[config.mk]
export PLATFORM = sky130hd
export DESIGN_NAME = anton_neopixel_uart_loader
export DESIGN_NICKNAME = d
export VERILOG_FILES = /design/src/rtl/anton_neopixel_uart_loader.sv
export SDC_FILE = /design/constraint.sdc
export NUM_CORES = 1
export LEC_CHECK = 0
export ABC_AREA = 0
export CAP_MARGIN = 10
export CORE_MARGIN = 2
export CORE_UTILIZATION = 50
export DETAILED_ROUTE_END_ITERATION = 8
export GPL_TIMING_DRIVEN = 0
export PLACE_DENSITY = 0.69
export REMOVE_ABC_BUFFERS = 1
export SKIP_CTS_REPAIR_TIMING = 1
export SLEW_MARGIN = 25
export SYNTH_ARGS = -nofsm -noshare
export SYNTH_HDL_FRONTEND = slang
export SYNTH_SLANG_ARGS = --single-unit
[constraint.sdc]
create_clock -name clk7mhz -period 2.92 [get_ports clk7mhz]
set_clock_uncertainty 0.15 [all_clocks]
set_input_delay 0.438 -clock clk7mhz [delete_from_list [all_inputs] [get_ports clk7mhz]]
set_output_delay 0.438 -clock clk7mhz [all_outputs]
set_load 0.01 [all_outputs]
[src/rtl/anton_neopixel_uart_loader.sv]
// UART-to-bus loader: parses A5/addr/len/data frames from an 8N1 serial line
// and turns each data byte into a three-cycle strobed write on the neopixel byte bus.
module anton_neopixel_uart_loader #(
    parameter int unsigned CLK_DIV   = 61,
    parameter int unsigned TIMEOUT   = 70000,
    parameter logic [7:0]  SYNC_BYTE = 8'hA5
) (
    input  logic        clk7mhz,
    input  logic        reset,
    input  logic        uartRx,
    output logic [13:0] busAddr,
    output logic [7:0]  busDataIn,
    output logic        busWrite,
    output logic        busRead,
    output logic        busClk,
    output logic        busy,
    output logic        frameDone,
    output logic        frameError
);

    localparam int unsigned DIV_W = $clog2(CLK_DIV);
    localparam int unsigned TO_W  = $clog2(TIMEOUT + 1);
    localparam int unsigned CNT_W = 9;
    localparam logic [DIV_W-1:0] BIT_END  = DIV_W'(CLK_DIV - 1);
    localparam logic [DIV_W-1:0] HALF_END = DIV_W'(CLK_DIV / 2 - 1);
    localparam logic [TO_W-1:0]  TO_END   = TO_W'(TIMEOUT);

    typedef enum logic [2:0] {
        RX_IDLE, RX_START, RX_DATA, RX_STOP, RX_BREAK
    } rx_state_t;

    typedef enum logic [2:0] {
        P_SYNC, P_ADDR_HI, P_ADDR_LO, P_LEN, P_DATA, P_W0, P_W1, P_W2
    } p_state_t;

    logic             rx_s1;
    logic             rx_s2;
    logic             rx_prev;
    rx_state_t        rx_state;
    logic [DIV_W-1:0] rx_cnt;
    logic [2:0]       rx_bit;
    logic [7:0]       rx_shift;
    logic [7:0]       rx_byte;
    logic             rx_valid;
    logic             rx_ferr;

    p_state_t         p_state;
    logic [13:0]      addr;
    logic [CNT_W-1:0] count;
    logic [TO_W-1:0]  to_cnt;
    logic             timed_c;
    logic             timeout_c;

    assign busRead = 1'b0;

    // Two-flop synchroniser plus one delay stage for falling-edge detection
    always_ff @(posedge clk7mhz) begin
        if (reset) begin
            rx_s1   <= 1'b1;
            rx_s2   <= 1'b1;
            rx_prev <= 1'b1;
        end else begin
            rx_s1   <= uartRx;
            rx_s2   <= rx_s1;
            rx_prev <= rx_s2;
        end
    end

    // Receiver: start bit confirmed at half a bit, data/stop sampled a full bit apart
    always_ff @(posedge clk7mhz) begin
        if (reset) begin
            rx_state <= RX_IDLE;
            rx_cnt   <= '0;
            rx_bit   <= '0;
            rx_shift <= '0;
            rx_byte  <= '0;
            rx_valid <= 1'b0;
            rx_ferr  <= 1'b0;
        end else begin
            rx_valid <= 1'b0;
            rx_ferr  <= 1'b0;
            case (rx_state)
                RX_IDLE: begin
                    if (rx_prev && !rx_s2) begin
                        rx_cnt   <= '0;
                        rx_state <= RX_START;
                    end
                end
                RX_START: begin
                    if (rx_cnt == HALF_END) begin
                        rx_cnt   <= '0;
                        rx_bit   <= '0;
                        rx_state <= rx_s2 ? RX_IDLE : RX_DATA;
                    end else begin
                        rx_cnt <= rx_cnt + DIV_W'(1);
                    end
                end
                RX_DATA: begin
                    if (rx_cnt == BIT_END) begin
                        rx_cnt   <= '0;
                        rx_shift <= {rx_s2, rx_shift[7:1]};
                        rx_bit   <= rx_bit + 3'd1;
                        if (rx_bit == 3'd7) begin
                            rx_state <= RX_STOP;
                        end
                    end else begin
                        rx_cnt <= rx_cnt + DIV_W'(1);
                    end
                end
                RX_STOP: begin
                    if (rx_cnt == BIT_END) begin
                        rx_cnt <= '0;
                        if (rx_s2) begin
                            rx_valid <= 1'b1;
                            rx_byte  <= rx_shift;
                            rx_state <= RX_IDLE;
                        end else begin
                            rx_ferr  <= 1'b1;
                            rx_state <= RX_BREAK;
                        end
                    end else begin
                        rx_cnt <= rx_cnt + DIV_W'(1);
                    end
                end
                RX_BREAK: begin
                    // A low stop bit may be a break; wait for the line to recover
                    if (rx_s2) begin
                        rx_state <= RX_IDLE;
                    end
                end
                default: rx_state <= RX_IDLE;
            endcase
        end
    end

    assign timed_c   = (p_state == P_ADDR_HI) || (p_state == P_ADDR_LO) ||
                       (p_state == P_LEN)     || (p_state == P_DATA);
    assign timeout_c = timed_c && (to_cnt == TO_END);

    // Frame parser and bus write sequencer
    always_ff @(posedge clk7mhz) begin
        if (reset) begin
            p_state    <= P_SYNC;
            addr       <= '0;
            count      <= '0;
            to_cnt     <= '0;
            busAddr    <= '0;
            busDataIn  <= '0;
            busWrite   <= 1'b0;
            busClk     <= 1'b0;
            busy       <= 1'b0;
            frameDone  <= 1'b0;
            frameError <= 1'b0;
        end else begin
            frameDone  <= 1'b0;
            frameError <= 1'b0;
            if (!timed_c || rx_valid || timeout_c) begin
                to_cnt <= '0;
            end else begin
                to_cnt <= to_cnt + TO_W'(1);
            end

            if (rx_ferr || timeout_c) begin
                frameError <= 1'b1;
                busWrite   <= 1'b0;
                busClk     <= 1'b0;
                busy       <= 1'b0;
                p_state    <= P_SYNC;
            end else begin
                case (p_state)
                    P_SYNC: begin
                        if (rx_valid && (rx_byte == SYNC_BYTE)) begin
                            busy    <= 1'b1;
                            p_state <= P_ADDR_HI;
                        end
                    end
                    P_ADDR_HI: begin
                        if (rx_valid) begin
                            addr[13:8] <= rx_byte[5:0];
                            p_state    <= P_ADDR_LO;
                        end
                    end
                    P_ADDR_LO: begin
                        if (rx_valid) begin
                            addr[7:0] <= rx_byte;
                            p_state   <= P_LEN;
                        end
                    end
                    P_LEN: begin
                        if (rx_valid) begin
                            count   <= CNT_W'(rx_byte) + CNT_W'(1);
                            p_state <= P_DATA;
                        end
                    end
                    P_DATA: begin
                        if (rx_valid) begin
                            busAddr   <= addr;
                            busDataIn <= rx_byte;
                            busWrite  <= 1'b1;
                            addr      <= addr + 14'd1;
                            count     <= count - CNT_W'(1);
                            p_state   <= P_W0;
                        end
                    end
                    P_W0: begin
                        busClk  <= 1'b1;
                        p_state <= P_W1;
                    end
                    P_W1: begin
                        busClk   <= 1'b0;
                        busWrite <= 1'b0;
                        p_state  <= P_W2;
                    end
                    P_W2: begin
                        if (count == '0) begin
                            frameDone <= 1'b1;
                            busy      <= 1'b0;
                            p_state   <= P_SYNC;
                        end else begin
                            p_state <= P_DATA;
                        end
                    end
                    default: p_state <= P_SYNC;
                endcase
            end
        end
    end

endmodule
==> impl_metrics.ini <==
[outcome]
status = complete, no violations

[floorplan]
dieArea_mm2 = 0.0114
io_pins = 31
coreArea_mm2 = 0.0103
die_h_um = 107
initial_utilization = 0.514
die_w_um = 107
rows = 37

[worst_setup_path]
cp_max_fo = 7
cpMaxStageDelayCell = or3_2
crit_chain = inv_1, ha_1, or3_2, o21ai_0, nor3_2, or3_1, nor4_1
cp-start-kind = flop
cp.required_ns = 3.02
critical-path-max-stage-delay_ns = 0.53
worst_setup_path_end_kind = flop
cp.arrival_ns = 2.84
crit_type = flop to flop

[clocking]
clock_sinks = 103
cts_buffer_depth = 2
path_clk_slew_ns = 0.10
cts-buffers-inserted = 9
cts_max_level = 3
clk_latency_ns = 0.37
cts_tree = yes
cts_root_buffer = clkbuf_8

[layout]
regArea_mm2 = 0.00206
fin_nets = 630
drive_gt1_frac = 0.118
area_growth_pct = 9.90
design_area_mm2 = 0.00581
diodes = 0
multi_input_area_mm2 = 0.00288
fin_util = 0.565
nFillCells = 955

[synth]
synthArstFlopShare = 0
ys_warn_count = 0
syn_inst = 610
syn_avg_cell_area_um2 = 8.66
synth_edf_count = 0
mappedNetlistArea_mm2 = 0.00528
ys_ff_latch = 103
ys.flop_type = dfxtp_1
synth.distinct_cells = 70
ys_seq_area_frac = 0.390

[routing]
vias_per_cell = 5.77
drt_iter0_drc = 191
wl_met1_mm = 5.30
met3_wirelength_um = 317
met2_length_mm = 5.36
wire_per_inst_um = 14.9
first_pass_iters = 7
drtAntennaViolNets = 0
drc_errors = 0
top_layer_used = met4
routed_wl_mm = 11.2
dr_total_vias = 4342

[pwr]
p_total_uw = 2650
leakage_uw = 0.00198
power.density_mw_per_mm2 = 457
ir_drop_mv = 0.289

[global_route]
grt_pass1_wl_mm = 18.8
grt_pass1_vias = 3994
gr-total-overflow = 0
grt_max_degree = 63
gr-usage-all-layers = 0.202
antenna_found_initial = 0

[timing]
finalHoldViolCount = 0
fin_ws_ns = 0.183
finalSetupViolations = 0
worstMarginPinSlew_ns = 0.856
slew_headroom = 0.426
report.final.slew_viol_count = 0
finalCritPeriodShare = 0.937
period_needed_ns = 2.74
rsz0062_at_grt = no
max_freq_mhz = 365

[placement]
place_congestion = 0.795
place_ws_ns = -0.185
portBuffers = 29
hpwl_mm = 7.37
placed_area_mm2 = 0.00551

[run]
cap_violations = 0

[hold_path]
min_path_type = flop to flop
cell type report:
cell class	instances	area share
clock buffer	12	0.0284
clock inverter	4	0.0131
inverter	19	0.0123
multi-input combinational	445	0.497
sequential	103	0.355
tap	136	0.0293
timing repair buffer	34	0.0651
final timing paths:
path              start   endpoint  slack (ns)  depth (start not counted)
max          p_state[0]  frameDone        0.18                          7
max reg2reg  p_state[0]  frameDone        0.18                          7
min               rx_s1      rx_s2        0.27                          1
min reg2reg       rx_s1      rx_s2        0.27                          1
kinds of logic (layout without fill, tap and decap cells):
| kind of cell | after synthesis | after routing | synth area share |
|---|---|---|---|
| simple gates | 235 | 235 | 0.224 |
| compound gates | 149 | 149 | 0.202 |
| flops | 103 | 103 | 0.390 |
| buf+inv | 62 | 69 | 0.0687 |
| xor+xnor | 26 | 26 | 0.0431 |
| mux | 19 | 19 | 0.0362 |
| fa+ha+maj | 15 | 15 | 0.0355 |
| other cells | 1 | 1 | 0.000710 |
cell usage after synthesis (4+ instances only):
master / count / share of area
dfxtp_1: 103 / 0.39
nor2_1: 66 / 0.047
nand3_1: 46 / 0.044
nand2_1: 42 / 0.030
a21oi_1: 33 / 0.031
a21oi_2: 26 / 0.043
o21ai_1: 22 / 0.021
inv_1: 19 / 0.013
mux2i_1: 18 / 0.034
clkbuf_1: 17 / 0.012
xor2_1: 16 / 0.027
ha_1: 15 / 0.036
nand4_1: 15 / 0.018
o21ai_0: 14 / 0.013
nor3_1: 10 / 0.0095
xnor2_1: 10 / 0.017
nand2b_1: 8 / 0.0095
nor2b_1: 8 / 0.0095
buf_6: 7 / 0.015
o31ai_1: 7 / 0.0099
buf_2: 6 / 0.0057
o32ai_1: 6 / 0.0099
and3_1: 5 / 0.0059
and4_1: 5 / 0.0083
clkbuf_8: 5 / 0.013
nor4_1: 5 / 0.0059
a31oi_1: 4 / 0.0047
buf_1: 4 / 0.0028
o21ai_2: 4 / 0.0066
o31a_1: 4 / 0.0066
or3_1: 4 / 0.0047
or4_1: 4 / 0.0057
power by group:
| part | switching (uW) | internal (uW) | total [uW] |
|---|---|---|---|
| logic | 111 | 62.4 | 173 |
| registers | 16.5 | 1420 | 1430 |
| clock network | 493 | 555 | 1050 |
metal layers:
| layer | global-route usage | vias to the layer above |
|---|---|---|
| met5 | 0 | - |
| met4 | 0.0853 | 0 |
| met3 | 0.0322 | 18 |
| met2 | 0.343 | 81 |
| met1 | 0.255 | 2058 |
| li1 | - | 2185 |
cells in the final DEF (no fill, tap or decap), types with 4 or more instances in the layout:
cell type          n
nor3_1             9
nand2b_1           8
nor4_1             5
o21ai_2            4
xor2_1            16
inv_1             19
xnor2_1           10
clkdlybuf4s50_1   28
nand4_1           15
clkbuf_8          12
nor2_1            66
nand3_1           46
o21ai_1           22
and3_1             5
a21oi_1           33
ha_1              15
nor2b_1            8
dfxtp_1          103
mux2i_1           18
o32ai_1            6
o21ai_0           14
o31a_1             4
nand2_1           41
and4_1             5
o31ai_1            7
a21oi_2           26
a31oi_1            4
or3_1              4
worst max-delay path: cells and delay by family, from the launching register on:
kind                       cells  cell delay, ns
AOI/OAI and AO/OA              1            0.30
adders and majority gates      1            0.27
buffers and inverters          1            0.08
DFF                            1            0.40
and+or+nand+nor                4            1.42
sequential cells by signal, summed over array words and instances (netlist names):
signal,flops
addr,14
busAddr,14
busClk,1
busDataIn,8
busWrite,1
busy,1
count,9
frameDone,1
frameError,1
p_state,3
rx_bit,3
rx_byte,8
rx_cnt,6
rx_ferr,1
rx_prev,1
rx_s1,1
rx_s2,1
rx_shift,8
rx_state,3
rx_valid,1
to_cnt,17
through the flow:
stage	std cells	hold slack, ns	TNS [ns]
2_1_floorplan	567	0.239	0
3_3_place_gp	732	0.243	-101.79
3_5_place_dp	734	0.247	-3.44
4_1_cts	750	0.270	-3.79
5_1_grt	753	0.291	0
6_report	753	0.269	0
(Power assumes the default switching activity.)
